### src/rtl/toe_conn_ctrl_if.sv
// Request/response channel between the connection controller and the
// connection-table searcher.
interface toe_conn_ctrl_if;
    logic        req_valid;
    logic        req_ready;
    logic [1:0]  req_op;
    logic [31:0] req_ip_src;
    logic [31:0] req_ip_dst;
    logic [47:0] req_mac_src;
    logic [47:0] req_mac_dst;
    logic [15:0] req_port_src;
    logic [15:0] req_port_dst;
    logic [7:0]  req_id;
    logic        rsp_valid;
    logic [7:0]  rsp_error;
    logic [7:0]  rsp_id;

    // A request transfers on a cycle where req_valid and req_ready are both high;
    // req_* stay stable while req_valid is high. rsp_valid is a 1-cycle pulse, never stalled.
    modport master (
        output req_valid, req_op, req_ip_src, req_ip_dst, req_mac_src, req_mac_dst,
               req_port_src, req_port_dst, req_id,
        input  req_ready, rsp_valid, rsp_error, rsp_id
    );

    modport slave (
        input  req_valid, req_op, req_ip_src, req_ip_dst, req_mac_src, req_mac_dst,
               req_port_src, req_port_dst, req_id,
        output req_ready, rsp_valid, rsp_error, rsp_id
    );
endinterface

### src/rtl/toe_conn_ctrl.sv
// Avalon-MM front-end that queues TCP open/close commands and issues them one
// at a time to the connection-table searcher, reporting each completion.
module toe_conn_ctrl #(
    parameter int               DEPTH       = 4,
    parameter int               TMO_W       = 16,
    parameter logic [TMO_W-1:0] TMO_DEFAULT = 16'd1000,
    parameter logic [7:0]       ERR_TIMEOUT = 8'hFF
) (
    input  logic            clk,
    input  logic            rst_n,
    input  logic [3:0]      address,
    input  logic            chipselect,
    input  logic            write,
    input  logic [31:0]     writedata,
    input  logic            read,
    output logic [31:0]     readdata,
    output logic            irq,
    output logic [1:0]      dbg_state,
    toe_conn_ctrl_if.master srch
);
    localparam int AW = $clog2(DEPTH);

    typedef enum logic [1:0] {
        S_IDLE  = 2'd0,
        S_ISSUE = 2'd1,
        S_WAIT  = 2'd2,
        S_CPL   = 2'd3
    } state_t;

    typedef struct packed {
        logic [1:0]  op;
        logic [31:0] ip_src;
        logic [31:0] ip_dst;
        logic [47:0] mac_src;
        logic [47:0] mac_dst;
        logic [15:0] port_src;
        logic [15:0] port_dst;
        logic [7:0]  id;
    } cmd_t;

    state_t           state;
    logic [31:0]      ip_src_r, ip_dst_r;
    logic [47:0]      mac_src_r, mac_dst_r;
    logic [15:0]      port_src_r, port_dst_r;
    logic [7:0]       id_r;
    logic [TMO_W-1:0] timeout_r;
    logic [1:0]       irq_en;
    logic             overflow;

    cmd_t             fifo_mem [DEPTH];
    logic [AW-1:0]    wr_ptr, rd_ptr;
    logic [AW:0]      count;
    logic             fifo_full, fifo_empty;

    logic [TMO_W-1:0] timer;
    logic             tmo_en;
    logic [7:0]       hold_err, hold_id;
    logic             cpl_valid;
    logic [7:0]       res_err, res_id;
    logic [1:0]       res_op;

    logic             wr_en, rd_en, push_req, push_ok, pop, cpl_pop, ovf_clr;
    cmd_t             stage_c, head;
    logic [31:0]      rd_mux;

    assign wr_en      = chipselect & write;
    assign rd_en      = chipselect & read;
    assign fifo_full  = (count == (AW+1)'(DEPTH));
    assign fifo_empty = (count == '0);
    assign push_req   = wr_en && (address == 4'h0) &&
                        (writedata[1:0] == 2'b01 || writedata[1:0] == 2'b10);
    assign pop        = (state == S_IDLE) && !fifo_empty;
    // A full FIFO still accepts a push on the cycle its head is popped.
    assign push_ok    = push_req && (!fifo_full || pop);
    assign cpl_pop    = wr_en && (address == 4'h1) && writedata[0];
    assign ovf_clr    = wr_en && (address == 4'h1) && writedata[3];
    assign head       = fifo_mem[rd_ptr];
    assign dbg_state  = state;

    assign stage_c = '{op: writedata[1:0], ip_src: ip_src_r, ip_dst: ip_dst_r,
                       mac_src: mac_src_r, mac_dst: mac_dst_r,
                       port_src: port_src_r, port_dst: port_dst_r, id: id_r};

    // Staging and configuration registers
    always_ff @(posedge clk or negedge rst_n) begin
        if (!rst_n) begin
            ip_src_r   <= '0;
            ip_dst_r   <= '0;
            mac_src_r  <= '0;
            mac_dst_r  <= '0;
            port_src_r <= '0;
            port_dst_r <= '0;
            id_r       <= '0;
            timeout_r  <= TMO_DEFAULT;
            irq_en     <= '0;
        end else if (wr_en) begin
            case (address)
                4'h3: ip_src_r          <= writedata;
                4'h4: ip_dst_r          <= writedata;
                4'h5: mac_src_r[31:0]   <= writedata;
                4'h6: mac_src_r[47:32]  <= writedata[15:0];
                4'h7: mac_dst_r[31:0]   <= writedata;
                4'h8: mac_dst_r[47:32]  <= writedata[15:0];
                4'h9: begin
                    port_src_r <= writedata[15:0];
                    port_dst_r <= writedata[31:16];
                end
                4'hA: id_r      <= writedata[7:0];
                4'hB: timeout_r <= writedata[TMO_W-1:0];
                4'hC: irq_en    <= writedata[1:0];
                default: ;
            endcase
        end
    end

    always_ff @(posedge clk) begin
        if (push_ok) fifo_mem[wr_ptr] <= stage_c;
    end

    always_ff @(posedge clk or negedge rst_n) begin
        if (!rst_n) begin
            wr_ptr   <= '0;
            rd_ptr   <= '0;
            count    <= '0;
            overflow <= 1'b0;
        end else begin
            if (push_ok) wr_ptr <= wr_ptr + 1'b1;
            if (pop)     rd_ptr <= rd_ptr + 1'b1;
            case ({push_ok, pop})
                2'b10:   count <= count + 1'b1;
                2'b01:   count <= count - 1'b1;
                default: ;
            endcase
            if (push_req && !push_ok) overflow <= 1'b1;
            else if (ovf_clr)         overflow <= 1'b0;
        end
    end

    // Request sequencer and completion slot
    always_ff @(posedge clk or negedge rst_n) begin
        if (!rst_n) begin
            state             <= S_IDLE;
            srch.req_valid    <= 1'b0;
            srch.req_op       <= '0;
            srch.req_ip_src   <= '0;
            srch.req_ip_dst   <= '0;
            srch.req_mac_src  <= '0;
            srch.req_mac_dst  <= '0;
            srch.req_port_src <= '0;
            srch.req_port_dst <= '0;
            srch.req_id       <= '0;
            timer             <= '0;
            tmo_en            <= 1'b0;
            hold_err          <= '0;
            hold_id           <= '0;
            cpl_valid         <= 1'b0;
            res_err           <= '0;
            res_id            <= '0;
            res_op            <= '0;
        end else begin
            if (cpl_pop) cpl_valid <= 1'b0;
            case (state)
                S_IDLE: begin
                    if (!fifo_empty) begin
                        srch.req_op       <= head.op;
                        srch.req_ip_src   <= head.ip_src;
                        srch.req_ip_dst   <= head.ip_dst;
                        srch.req_mac_src  <= head.mac_src;
                        srch.req_mac_dst  <= head.mac_dst;
                        srch.req_port_src <= head.port_src;
                        srch.req_port_dst <= head.port_dst;
                        srch.req_id       <= head.id;
                        timer             <= timeout_r;
                        tmo_en            <= (timeout_r != '0);
                        srch.req_valid    <= 1'b1;
                        state             <= S_ISSUE;
                    end
                end
                S_ISSUE: begin
                    if (srch.req_ready) begin
                        srch.req_valid <= 1'b0;
                        state          <= S_WAIT;
                    end
                end
                S_WAIT: begin
                    timer <= timer - 1'b1;
                    // A response arriving on the expiry cycle takes priority.
                    if (srch.rsp_valid) begin
                        hold_err <= srch.rsp_error;
                        hold_id  <= srch.rsp_id;
                        state    <= S_CPL;
                    end else if (tmo_en && timer == TMO_W'(1)) begin
                        hold_err <= ERR_TIMEOUT;
                        hold_id  <= srch.req_id;
                        state    <= S_CPL;
                    end
                end
                S_CPL: begin
                    if (!cpl_valid || cpl_pop) begin
                        res_err   <= hold_err;
                        res_id    <= hold_id;
                        res_op    <= srch.req_op;
                        cpl_valid <= 1'b1;
                        state     <= S_IDLE;
                    end
                end
                default: state <= S_IDLE;
            endcase
        end
    end

    always_comb begin
        rd_mux = '0;
        case (address)
            4'h1: rd_mux = {19'b0, 5'(count), 3'b0, (state != S_IDLE), overflow,
                            fifo_empty, fifo_full, cpl_valid};
            4'h2: rd_mux = {14'b0, res_op, res_id, res_err};
            4'h3: rd_mux = ip_src_r;
            4'h4: rd_mux = ip_dst_r;
            4'h5: rd_mux = mac_src_r[31:0];
            4'h6: rd_mux = {16'b0, mac_src_r[47:32]};
            4'h7: rd_mux = mac_dst_r[31:0];
            4'h8: rd_mux = {16'b0, mac_dst_r[47:32]};
            4'h9: rd_mux = {port_dst_r, port_src_r};
            4'hA: rd_mux = {24'b0, id_r};
            4'hB: rd_mux = 32'(timeout_r);
            4'hC: rd_mux = {30'b0, irq_en};
            default: rd_mux = '0;
        endcase
    end

    always_ff @(posedge clk or negedge rst_n) begin
        if (!rst_n) begin
            readdata <= '0;
            irq      <= 1'b0;
        end else begin
            if (rd_en) readdata <= rd_mux;
            irq <= (irq_en[0] & cpl_valid) | (irq_en[1] & overflow);
        end
    end
endmodule

### src/flat_wrapper.sv
// flat-port wrapper written by rule: the top's interface ports become plain ports
module toe_conn_ctrl_flat 
#(
    parameter int               DEPTH       = 4,
    parameter int               TMO_W       = 16,
    parameter logic [TMO_W-1:0] TMO_DEFAULT = 16'd1000,
    parameter logic [7:0]       ERR_TIMEOUT = 8'hFF
)
  (clk, rst_n, address, chipselect, write, writedata, read, readdata, irq, dbg_state, srch_req_valid, srch_req_op, srch_req_ip_src, srch_req_ip_dst, srch_req_mac_src, srch_req_mac_dst, srch_req_port_src, srch_req_port_dst, srch_req_id, srch_req_ready, srch_rsp_valid, srch_rsp_error, srch_rsp_id);
  toe_conn_ctrl_if srch_i ();
  input  logic clk;
  input  logic rst_n;
  input  logic [3:0] address;
  input  logic chipselect;
  input  logic write;
  input  logic [31:0] writedata;
  input  logic read;
  output logic [31:0] readdata;
  output logic irq;
  output logic [1:0] dbg_state;
  output wire logic [$bits(srch_i.req_valid)-1:0] srch_req_valid;
  output wire logic [$bits(srch_i.req_op)-1:0] srch_req_op;
  output wire logic [$bits(srch_i.req_ip_src)-1:0] srch_req_ip_src;
  output wire logic [$bits(srch_i.req_ip_dst)-1:0] srch_req_ip_dst;
  output wire logic [$bits(srch_i.req_mac_src)-1:0] srch_req_mac_src;
  output wire logic [$bits(srch_i.req_mac_dst)-1:0] srch_req_mac_dst;
  output wire logic [$bits(srch_i.req_port_src)-1:0] srch_req_port_src;
  output wire logic [$bits(srch_i.req_port_dst)-1:0] srch_req_port_dst;
  output wire logic [$bits(srch_i.req_id)-1:0] srch_req_id;
  input wire logic [$bits(srch_i.req_ready)-1:0] srch_req_ready;
  input wire logic [$bits(srch_i.rsp_valid)-1:0] srch_rsp_valid;
  input wire logic [$bits(srch_i.rsp_error)-1:0] srch_rsp_error;
  input wire logic [$bits(srch_i.rsp_id)-1:0] srch_rsp_id;
  assign srch_req_valid = srch_i.req_valid;
  assign srch_req_op = srch_i.req_op;
  assign srch_req_ip_src = srch_i.req_ip_src;
  assign srch_req_ip_dst = srch_i.req_ip_dst;
  assign srch_req_mac_src = srch_i.req_mac_src;
  assign srch_req_mac_dst = srch_i.req_mac_dst;
  assign srch_req_port_src = srch_i.req_port_src;
  assign srch_req_port_dst = srch_i.req_port_dst;
  assign srch_req_id = srch_i.req_id;
  assign srch_i.req_ready = srch_req_ready;
  assign srch_i.rsp_valid = srch_rsp_valid;
  assign srch_i.rsp_error = srch_rsp_error;
  assign srch_i.rsp_id = srch_rsp_id;
  toe_conn_ctrl #(.DEPTH(DEPTH), .TMO_W(TMO_W), .TMO_DEFAULT(TMO_DEFAULT), .ERR_TIMEOUT(ERR_TIMEOUT)) u_core (.clk(clk), .rst_n(rst_n), .address(address), .chipselect(chipselect), .write(write), .writedata(writedata), .read(read), .readdata(readdata), .irq(irq), .dbg_state(dbg_state), .srch(srch_i));
endmodule
### config.mk
export PLATFORM = sky130hd
export DESIGN_NAME = toe_conn_ctrl_flat
export DESIGN_NICKNAME = d
export VERILOG_FILES = /design/src/rtl/toe_conn_ctrl_if.sv /design/src/rtl/toe_conn_ctrl.sv /design/src/flat_wrapper.sv
export SDC_FILE = /design/constraint.sdc
export NUM_CORES = 1
export LEC_CHECK = 0
export CAP_MARGIN = 5
export CORE_ASPECT_RATIO = 1.2
export CORE_MARGIN = 2
export CORE_UTILIZATION = 55
export DETAILED_ROUTE_END_ITERATION = 12
export PLACE_DENSITY = 0.71
export REMOVE_ABC_BUFFERS = 1
export SYNTH_ARGS = -nofsm -noshare
export SYNTH_HDL_FRONTEND = slang
export SYNTH_SLANG_ARGS = --single-unit
### constraint.sdc
create_clock -name clk -period 16.74 [get_ports clk]
set_input_delay 3.348 -clock clk [delete_from_list [all_inputs] [get_ports clk]]
set_output_delay 3.348 -clock clk [all_outputs]
set_load 0.005 [all_outputs]
==> impl_metrics.json <==
{
  "cp.arrival_ns": 7.55,
  "avgSynthCellArea_um2": 16.8,
  "yosys_warnings": 0,
  "dp_hpwl_um": 74400,
  "pin_count": 297,
  "slew_headroom_pct": 22.5,
  "cts_resized": 0,
  "routed_wl_um": 123000,
  "dieArea_um2": 94900,
  "async_flop_share_pct": 39.0,
  "drtIter0Drc": 2820,
  "required_ns": 17.07,
  "cts_setup_buffers": 0,
  "cts_tree": "built",
  "critPathMaxFanout": 55,
  "synth_edf_count": 808,
  "outcome": "complete, no violations",
  "synth_ff_type": "edfxtp_1",
  "drc": 0,
  "synth-seq-cells": 1324,
  "syn_inst": 3025,
  "worst_slew_pin_slew_ns": 1.16,
  "drive_gt1_share_pct": 22.0,
  "nFillCells": 6426,
  "grt_usage_pct": 26.2,
  "core_area_um2": 91900,
  "hold_buffers": 0,
  "synth_area_leaders": "edfxtp_1 48%, dfrtp_1 25%, mux4_2 9.0%",
  "initial_core_util_pct": 55.3,
  "worstHoldPathType": "reg -> reg",
  "numCtsBuffers": 121,
  "gp_congestion": 0.873,
  "fin_util_pct": 64.5,
  "cts_max_level": 3,
  "clk_latency_ns": 0.72,
  "critical_path_class": "in -> reg",
  "area_growth_pct": 16.6,
  "setup_viol": 0,
  "placementRows": 122,
  "antenna_found_initial": 3,
  "die_y_um": 337,
  "clkTransAtPathRegs_ns": 0.06,
  "overflow": 0,
  "ant_nets": 0,
  "synth.top_cell.area_share_pct": 47.7,
  "die_w_um": 282,
  "critPathCaptureType": "flip-flop",
  "period_share_pct": 43.1,
  "root_buffer": "clkbuf_16",
  "maxCapViolations": 0,
  "tns_ns": 0,
  "grt_first_pass_wirelength_um": 184000,
  "vdd_drop_max_v": 0.000140,
  "clock_sinks": 1324,
  "grt_start_max_net_pins": 208,
  "detail_route.vias_per_cell": 6.01,
  "synthesis.area_um2": 50800,
  "dp_cells": 4443,
  "p_leak_nw": 22.6,
  "slew_viol_final": 0,
  "dr.pass1.iters": 7,
  "p_per_area_nw_per_um2": 164,
  "hold_viol": 0,
  "clockBufferDepth": 3,
  "ys_types": 68,
  "max_freq_mhz": 139,
  "finalClockSkew_ns": 0.0325,
  "total_power_mw": 9.75,
  "rsz0062_at_grt": "no",
  "period_minus_slack_ns": 7.21,
  "grt_pass1_vias": 28900,
  "synth-seq-area-share_pct": 73.2,
  "wl_per_cell_um": 26.2,
  "vias": 28100,
  "start_kind": "primary input",
  "synth_top_area_cell": "edfxtp_1",
  "port_buffers": 296,
  "fin_nets": 3396,
  "finalNonFillerCells": 4676
}
## state kept, by name, summed over array words and instances (netlist names), 32 cells and up
signal / flops
u_core.srch.req_mac_src: 48
u_core.mac_src_r: 48
u_core.srch.req_ip_src: 32
u_core.readdata: 32
u_core.ip_dst_r: 32
u_core.fifo_mem: 808
u_core.srch.req_mac_dst: 48
u_core.srch.req_ip_dst: 32
u_core.ip_src_r: 32
u_core.mac_dst_r: 48
## critical path: stages
cell	delay (ns)
clkdlybuf4s50_1	0.87
xor2_1	0.21
nand4_1	0.19
nor2b_1	0.59
and2_4	0.84
buf_4	0.73
buf_4	0.69
## kinds of logic (layout without fill, tap and decap cells)
kind of cell,count (synthesis),after routing,share of synthesized area [%]
flip-flops,1324,1324,73.2
AND/OR/NAND/NOR,783,783,6.37
multiplexers,499,499,15.5
AO/OA/AOI/OAI,223,223,3.12
buffers and inverters,179,589,1.51
adder cells (fa/ha/maj),11,11,0.286
XOR/XNOR,6,6,0.103
other,0,1,0
## final timing paths
check,cells after the start,startpoint,endpoint,slack (ns)
worst max-delay path,7,writedata[1],u_core.fifo_mem[1][37],9.53
worst min-delay path,2,u_core.srch.req_mac_src[23],u_core.srch.req_mac_src[23],0.47
worst max register to register,7,u_core.dbg_state[1],u_core.fifo_mem[1][37],12.17
worst min register to register,2,u_core.srch.req_mac_src[23],u_core.srch.req_mac_src[23],0.47
max in group asynchronous,3,rst_n,u_core.srch.req_ip_src[10],11.87
min in group asynchronous,1,rst_n,u_core.srch.req_mac_dst[24],2.65
## layout by cell type, fill, tap and decap left out, drive strengths merged, types with 12 or more instances in the layout
cell type | synthesis | routed
a222oi | 20 | 20
nor3 | 20 | 20
o21ai | 36 | 36
clkbuf | 83 | 149
nand3 | 19 | 19
a22o | 16 | 16
mux2 | 266 | 266
a22oi | 36 | 36
dfrtp | 510 | 510
a21oi | 39 | 39
nand2b | 12 | 12
clkinv | 0 | 46
o22ai | 15 | 15
edfxtp | 808 | 808
nor2 | 25 | 25
nand2 | 652 | 652
clkinvlp | 0 | 16
buf | 82 | 52
a21o | 15 | 15
mux4 | 202 | 202
bufinv | 0 | 16
inv | 14 | 19
clkdlybuf4s50 | 0 | 291
mux2i | 31 | 31
## per-layer routing
metal	GRT usage [%]	vias up	wire length, um
met1	35.8	14700	48900
met2	43.6	1195	61300
met3	4.03	239	8430
met5	0	-	23
met4	8.93	4	3960
li1	-	12000	-
## synthesized netlist by cell type, types with 16 or more instances
cell	n
mux2i_1	31
nand2_1	651
buf_2	68
a222oi_1	20
a22oi_1	36
dfrtp_1	510
clkbuf_1	83
a21oi_1	39
edfxtp_1	808
mux4_2	202
nand3_1	19
nor2_1	24
a22o_1	16
o21ai_0	35
nor3_1	16
mux2_2	258
## stage by stage
stage          worst slack, ns  cell area, um2  hold slack [ns]
2_1_floorplan             7.36           50100            0.438
3_3_place_gp              8.96           55100            0.458
3_5_place_dp              8.77           55100            0.461
4_1_cts                   9.53           59300            0.477
5_1_grt                   9.31           59300            0.497
6_report                  9.53           59300            0.473
## cell type report
type	instances	area, um2	share of cell area, %
sequential	1324	37200	62.7
multi-input combinational	1522	13000	21.9
timing repair buffer	343	3340	5.64
clock buffer	149	3220	5.44
tap	1240	1550	2.62
clock inverter	83	946	1.60
inverter	14	52.6	0.0887
antenna	1	2.50	0.00422
## power breakdown
part | total [mW] | switching, mW | internal (mW) | leakage, nW
combinational | 2.39 | 1.15 | 1.24 | 6.70
sequential | 4.50 | 0.493 | 4.01 | 13.8
clock | 2.85 | 1.23 | 1.63 | 2.01
total | 9.75 | 2.87 | 6.88 | 22.6
Power figures use the tool's default switching activity.
